[config.mk]
export PLATFORM = sky130hd
export DESIGN_NAME = haar_window_evaluator
export DESIGN_NICKNAME = d
export VERILOG_FILES = /design/src/rtl/haar_window_evaluator.sv
export SDC_FILE = /design/constraint.sdc
export NUM_CORES = 1
export LEC_CHECK = 0
export ABC_AREA = 1
export ABC_CLOCK_PERIOD_IN_PS = 1250
export CAP_MARGIN = 15
export CORE_UTILIZATION = 40
export CTS_CLUSTER_DIAMETER = 150
export DETAILED_ROUTE_END_ITERATION = 8
export PLACE_DENSITY_LB_ADDON = 0.12
export SYNTH_ARGS = -nofsm -noshare
export SYNTH_HDL_FRONTEND = slang
export SYNTH_SLANG_ARGS = --single-unit
[constraint.sdc]
create_clock -name Clock -period 1.25 [get_ports Clock]
set_input_delay 0.125 -clock Clock [delete_from_list [all_inputs] [get_ports Clock]]
set_output_delay 0.125 -clock Clock [all_outputs]
set_load 0.02 [all_outputs]
[src/rtl/haar_window_evaluator.sv]
// rtl/haar_window_evaluator.sv - two-rectangle Haar feature evaluator on an integral-image window
module haar_window_evaluator #(
    parameter int        WindowSize = 4,
    parameter int signed ThreshV    = 4,
    parameter int signed ThreshH    = 4,
    parameter int        MinCount   = 4,
    parameter int        IndexWidth = 16,
    localparam int       WDI        = $clog2(WindowSize * WindowSize + 1),
    localparam int       WF         = WDI + 1
) (
    input  logic                               Clock,
    input  logic                               Reset,
    input  logic                               BufferReady,
    input  logic [WDI*WindowSize*WindowSize-1:0] IntegralPacked,
    output logic                               Busy,
    output logic                               ResultValid,
    output logic                               Match,
    output logic [WDI-1:0]                     WindowCount,
    output logic [WF-1:0]                      FeatureV,
    output logic [WF-1:0]                      FeatureH,
    output logic [IndexWidth-1:0]              WindowIndex,
    output logic                               Dropped
);

    localparam int N    = WindowSize;
    localparam int H    = WindowSize / 2;
    localparam int PW   = WDI * N * N;

    // Bit offsets of the three integral corners the features need.
    localparam int POS_S = WDI * ((N - 1) * N + (N - 1));
    localparam int POS_L = WDI * ((N - 1) * N + (H - 1));
    localparam int POS_T = WDI * ((H - 1) * N + (N - 1));

    localparam logic signed [WF-1:0] TH_V  = WF'(ThreshV);
    localparam logic signed [WF-1:0] TH_H  = WF'(ThreshH);
    localparam logic [WDI-1:0]       MIN_C = WDI'(MinCount);

    typedef enum logic [1:0] {
        ST_IDLE = 2'd0,
        ST_SUM  = 2'd1,
        ST_DIFF = 2'd2,
        ST_OUT  = 2'd3
    } state_t;

    state_t state, state_next;

    logic                 rdy_prev;
    logic                 trigger;
    logic [PW-1:0]        win;
    logic [WDI-1:0]       s_reg;
    logic [WDI-1:0]       l_reg;
    logic [WDI-1:0]       t_reg;
    logic signed [WF-1:0] fv_reg;
    logic signed [WF-1:0] fh_reg;

    // rdy_prev resets high so a level already asserted through reset is not seen as a new window.
    assign trigger = BufferReady & ~rdy_prev;

    // State register.
    always_ff @(posedge Clock) begin
        if (Reset) begin
            state <= ST_IDLE;
        end else begin
            state <= state_next;
        end
    end

    // Next-state logic: fixed four-step walk once a window is captured.
    always_comb begin
        state_next = state;
        case (state)
            ST_IDLE: if (trigger) state_next = ST_SUM;
            ST_SUM:  state_next = ST_DIFF;
            ST_DIFF: state_next = ST_OUT;
            ST_OUT:  state_next = ST_IDLE;
            default: state_next = ST_IDLE;
        endcase
    end

    // Datapath: capture, corner extraction, feature differences and the registered result.
    always_ff @(posedge Clock) begin
        if (Reset) begin
            rdy_prev    <= 1'b1;
            win         <= '0;
            s_reg       <= '0;
            l_reg       <= '0;
            t_reg       <= '0;
            fv_reg      <= '0;
            fh_reg      <= '0;
            Busy        <= 1'b0;
            ResultValid <= 1'b0;
            Match       <= 1'b0;
            WindowCount <= '0;
            FeatureV    <= '0;
            FeatureH    <= '0;
            WindowIndex <= '0;
            Dropped     <= 1'b0;
        end else begin
            rdy_prev    <= BufferReady;
            Dropped     <= trigger && (state != ST_IDLE);
            ResultValid <= 1'b0;
            case (state)
                ST_IDLE: begin
                    // Busy stays up through the result cycle and drops here unless a new window starts.
                    Busy <= trigger;
                    if (trigger) begin
                        win <= IntegralPacked;
                    end
                end
                ST_SUM: begin
                    s_reg <= win[POS_S +: WDI];
                    l_reg <= win[POS_L +: WDI];
                    t_reg <= win[POS_T +: WDI];
                end
                ST_DIFF: begin
                    // 2L may wrap in WF bits; the modular difference still lands on the exact value.
                    fv_reg <= $signed({l_reg, 1'b0}) - $signed({1'b0, s_reg});
                    fh_reg <= $signed({t_reg, 1'b0}) - $signed({1'b0, s_reg});
                end
                ST_OUT: begin
                    WindowCount <= s_reg;
                    FeatureV    <= fv_reg;
                    FeatureH    <= fh_reg;
                    Match       <= (s_reg >= MIN_C) && ((fv_reg >= TH_V) || (fh_reg >= TH_H));
                    ResultValid <= 1'b1;
                    WindowIndex <= WindowIndex + IndexWidth'(1);
                end
                default: ;
            endcase
        end
    end

endmodule

==> out/metrics.cfg <==
[outcome]
status = complete, but fails checks
failed_checks = negative setup slack

[sta]
fin_worst_skew_ps = 8.372
finalCriticalPeriod_ps = 1357
maxSlewHeadroom_pct = 82.62
timing_max_transition_violations_final = 0
period_share_pct = 108.6
timing.final.hold_violations = 0
rsz0062_at_grt = true
fmax_ghz = 0.7368
timing.hold.ws_ps = 359.6
worst-slew-pin-transition_ps = 260.6
setup_viol_count_final = 18
layout_setup_ws_ps = -107.3

[finish]
final_design_area_no_fill_um2 = 4867
biggestRegsByFlops = WindowIndex: 16 flops, win: 15 flops
finish.cell_count_without_fillers = 636
largest_register_by_flop_count = WindowIndex
drive_gt1_share_pct = 26.93
largest_register_ffs = 16
design.final.nets = 624
insertedDiodeCount = 0
syn_to_final_growth_pct = 43.28

[grt]
remaining_global_route_overflow = 0
grt_antenna_before_repair = 0
largest_net_degree_at_the_start_of_global_routing = 33
grt_util_all_layers_pct = 17.96
first_global_vias = 2736
grt_pass1_wl_um = 12390

[critical_path]
crit_path_max_incr_delay_ps = 370
timing.rr.start = state[1]
arrival_ps = 1580
critical_path_class = reg -> reg
required_ps = 1470
timing.critical_path.max_delay_family = flip-flops
worst_r2r_path_depth = 9
crit_path_cell_trace = ha_4, nand2_4, nor2_4, buf_4, inv_2, nor2_4, nand2_1, o21ai_1, a21oi_1
critical-path-slowest-cell = sky130_fd_sc_hd__dfxtp_4
crit_path_max_fanout = 5
critical_path.startpoint_type = register
path_depth = 9
worst_setup_path_end_kind = register
cp_num_buf_inv = 2
critical-path-top-cell-by-count = sky130_fd_sc_hd__nor2_4
worst_setup_path_startpoint = state[1]

[job]
number_of_max_capacitance_violations_reported = 0

[route]
post_drt_wl_per_cell_um = 11.91
dr.pass1.iters = 4
drcViolationCount = 0
routed-via-count = 3089
avgViaCountPerCell = 4.857
drt_wl_total_um = 7572
first_iter_violations = 78
ant_nets = 0

[power]
power_leakage_nw = 2.157
power.switching_mw = 3.422
seq_power_share_pct = 35.1
fin_total_pwr_mw = 9.720
power.density_nw_per_um2 = 1997
clock_power_share_pct = 20.9
comb_power_share_pct = 44.0
switching_share_of_power_pct = 35.20
power_report.internal_total_mw = 6.298
irDropWorstVdd_uv = 912.5

[synthesis]
net_count_synth = 535
synthDominantCellAreaShare_pct = 47.15
synth-main-ff-cell = sky130_fd_sc_hd__dfxtp_1
netlist_top_cells_area = sky130_fd_sc_hd__dfxtp_1, sky130_fd_sc_hd__a21oi_1, sky130_fd_sc_hd__o21ai_0
asyncSetResetFlopFracSynth_pct = 0
syn-instance-count = 437
synthDominantAreaCellType = sky130_fd_sc_hd__dfxtp_1
netlist_area_um2 = 3397
synth_enable_flop_cells = 0
synth_seq_cells = 80
synth_top_cells_by_count = sky130_fd_sc_hd__dfxtp_1, sky130_fd_sc_hd__a21oi_1, sky130_fd_sc_hd__inv_1, sky130_fd_sc_hd__o21ai_0, sky130_fd_sc_hd__nand2_1
synth.avg_cell_area_um2 = 7.773
count_of_unique_library_cells_instantiated_by_yosys = 30
synth_most_common_cell = sky130_fd_sc_hd__dfxtp_1
seq_area_frac_synth_pct = 47.15
ys.warnings.count = 0

[floorplanning]
floorplan.initialDensity_pct = 41.34
die_x_um = 94.16
design.portCount = 120
core_um2 = 8217
die_area_um2 = 8865
floorplan.die.height_um = 94.16
rows = 33

[placement]
gp_congestion = 0.7428
placement.cell_area_um2 = 4383
post-place-cells = 609
pre_cts_ws_ps = -141.0
port-buffer-count = 54
dp_hpwl_um = 5185

[clock_network]
numClockSinks = 80
holdBufCountCts = 0
cts_tree = built
numCtsBuffers = 9
clkLatencyLatePin_ps = 340
cts_root_buffer = sky130_fd_sc_hd__clkbuf_8
cts_htree_levels = 3
worst_setup_hold_path_clk_slew_ps = 70
clk_path_buf_depth = 2

[min_path]
launch_point_of_the_worst_hold_path = IntegralPacked[69]
hold_path_depth = 3
worst_hold_path_type = in -> reg

==> kinds of logic (layout without fill, tap and decap cells) <==
| family | Yosys count | after routing | share of synthesized area [%] |
|---|---|---|---|
| adder cells (fa/ha/maj) | 15 | 15 | 5.967 |
| buffers and inverters | 83 | 177 | 9.724 |
| XOR/XNOR | 4 | 4 | 1.031 |
| AND/OR/NAND/NOR | 122 | 122 | 16.39 |
| AO/OA/AOI/OAI | 133 | 133 | 19.74 |
| flip-flops | 80 | 80 | 47.15 |
==> tightest hold or removal path: stages <==
cell,delay [ps]
sky130_fd_sc_hd__clkdlybuf4s50_1,390
sky130_fd_sc_hd__nand3_1,80
sky130_fd_sc_hd__a21oi_1,60
==> placed cells by master (no fill, tap or decap), types with 2 or more instances in the layout <==
master	netlist	routed
sky130_fd_sc_hd__dfxtp_1	80	68
sky130_fd_sc_hd__a21oi_1	69	65
sky130_fd_sc_hd__inv_1	60	49
sky130_fd_sc_hd__o21ai_0	53	47
sky130_fd_sc_hd__nand2_1	48	37
sky130_fd_sc_hd__buf_4	1	37
sky130_fd_sc_hd__nor2_1	40	36
sky130_fd_sc_hd__dlygate4sd2_1	0	28
sky130_fd_sc_hd__clkdlybuf4s50_1	0	17
sky130_fd_sc_hd__o21ai_1	9	15
sky130_fd_sc_hd__ha_4	0	12
sky130_fd_sc_hd__clkbuf_8	0	11
sky130_fd_sc_hd__nand2_2	2	10
sky130_fd_sc_hd__nand3_1	17	9
sky130_fd_sc_hd__nand3_2	1	9
sky130_fd_sc_hd__dfxtp_4	0	8
sky130_fd_sc_hd__inv_2	2	8
sky130_fd_sc_hd__inv_4	1	5
sky130_fd_sc_hd__nor2_2	2	5
sky130_fd_sc_hd__clkbuf_2	0	5
sky130_fd_sc_hd__buf_12	0	5
sky130_fd_sc_hd__a21oi_2	0	4
sky130_fd_sc_hd__nand4_1	4	4
sky130_fd_sc_hd__dfxtp_2	0	4
sky130_fd_sc_hd__nand2_4	0	3
sky130_fd_sc_hd__nor2_4	2	3
sky130_fd_sc_hd__clkdlybuf4s15_1	0	3
sky130_fd_sc_hd__nor3_1	3	2
sky130_fd_sc_hd__xnor2_1	2	2
sky130_fd_sc_hd__fa_2	0	2
sky130_fd_sc_hd__clkbuf_1	13	2
sky130_fd_sc_hd__buf_6	1	2
==> cell type report <==
type	count	area, um^2
Tap cell	105	131.4
Inverter	63	252.7
Multi-Input combinational cell	274	1752
Clock buffer	14	183.9
Clock inverter	2	35.03
Sequential cell	80	1637
Timing Repair Buffer	98	875.8
Fill cell	751	3349
==> power groups by stage <==
| stage | Combinational [mW] | Sequential [mW] | Clock (mW) |
|---|---|---|---|
| 3_3_place_gp | 3.47 | 3.37 | 0 |
| 2_1_floorplan | 2.16 | 3.45 | 0 |
| 6_report | 4.27 | 3.41 | 2.04 |
| 4_1_cts | 3.81 | 3.39 | 2.09 |
| 5_1_grt | 4.77 | 3.47 | 2.20 |
| 3_5_place_dp | 3.52 | 3.39 | 0 |
==> through the flow <==
stage / util (%) / TNS [ps]
3_3_place_gp: 53.34 / -1532
6_report: 59.24 / -873.3
3_5_place_dp: 53.34 / -2248
4_1_cts: 57.35 / -549.4
5_1_grt: 59.24 / -3697
2_1_floorplan: - / -137.8
==> per-layer routing <==
| layer | track usage, % | wire [um] | up-vias |
|---|---|---|---|
| met5 | 0 | 0 | - |
| met4 | 7.564 | 110 | 0 |
| met3 | 3.560 | 223 | 10 |
| met2 | 27.84 | 3627 | 49 |
| met1 | 24.13 | 3611 | 1423 |
| li1 | - | - | 1607 |
==> path summary, 6_finish.rpt <==
kind | to | slack [ps]
setup / recovery | WindowIndex[7] | -110
hold / removal | win[69] | 360
setup reg to reg | WindowIndex[7] | -110
hold reg to reg | t_reg[0] | 450
==> repair_timing <==
item | in CTS | in global routing
gates resized for setup | 75 | 48
setup buffers | 3 | 9
endpoints found under the setup margin | 62 | 73
pin swaps | 11 | 23
cloned | 0 | 0
(Power assumes the default switching activity.)
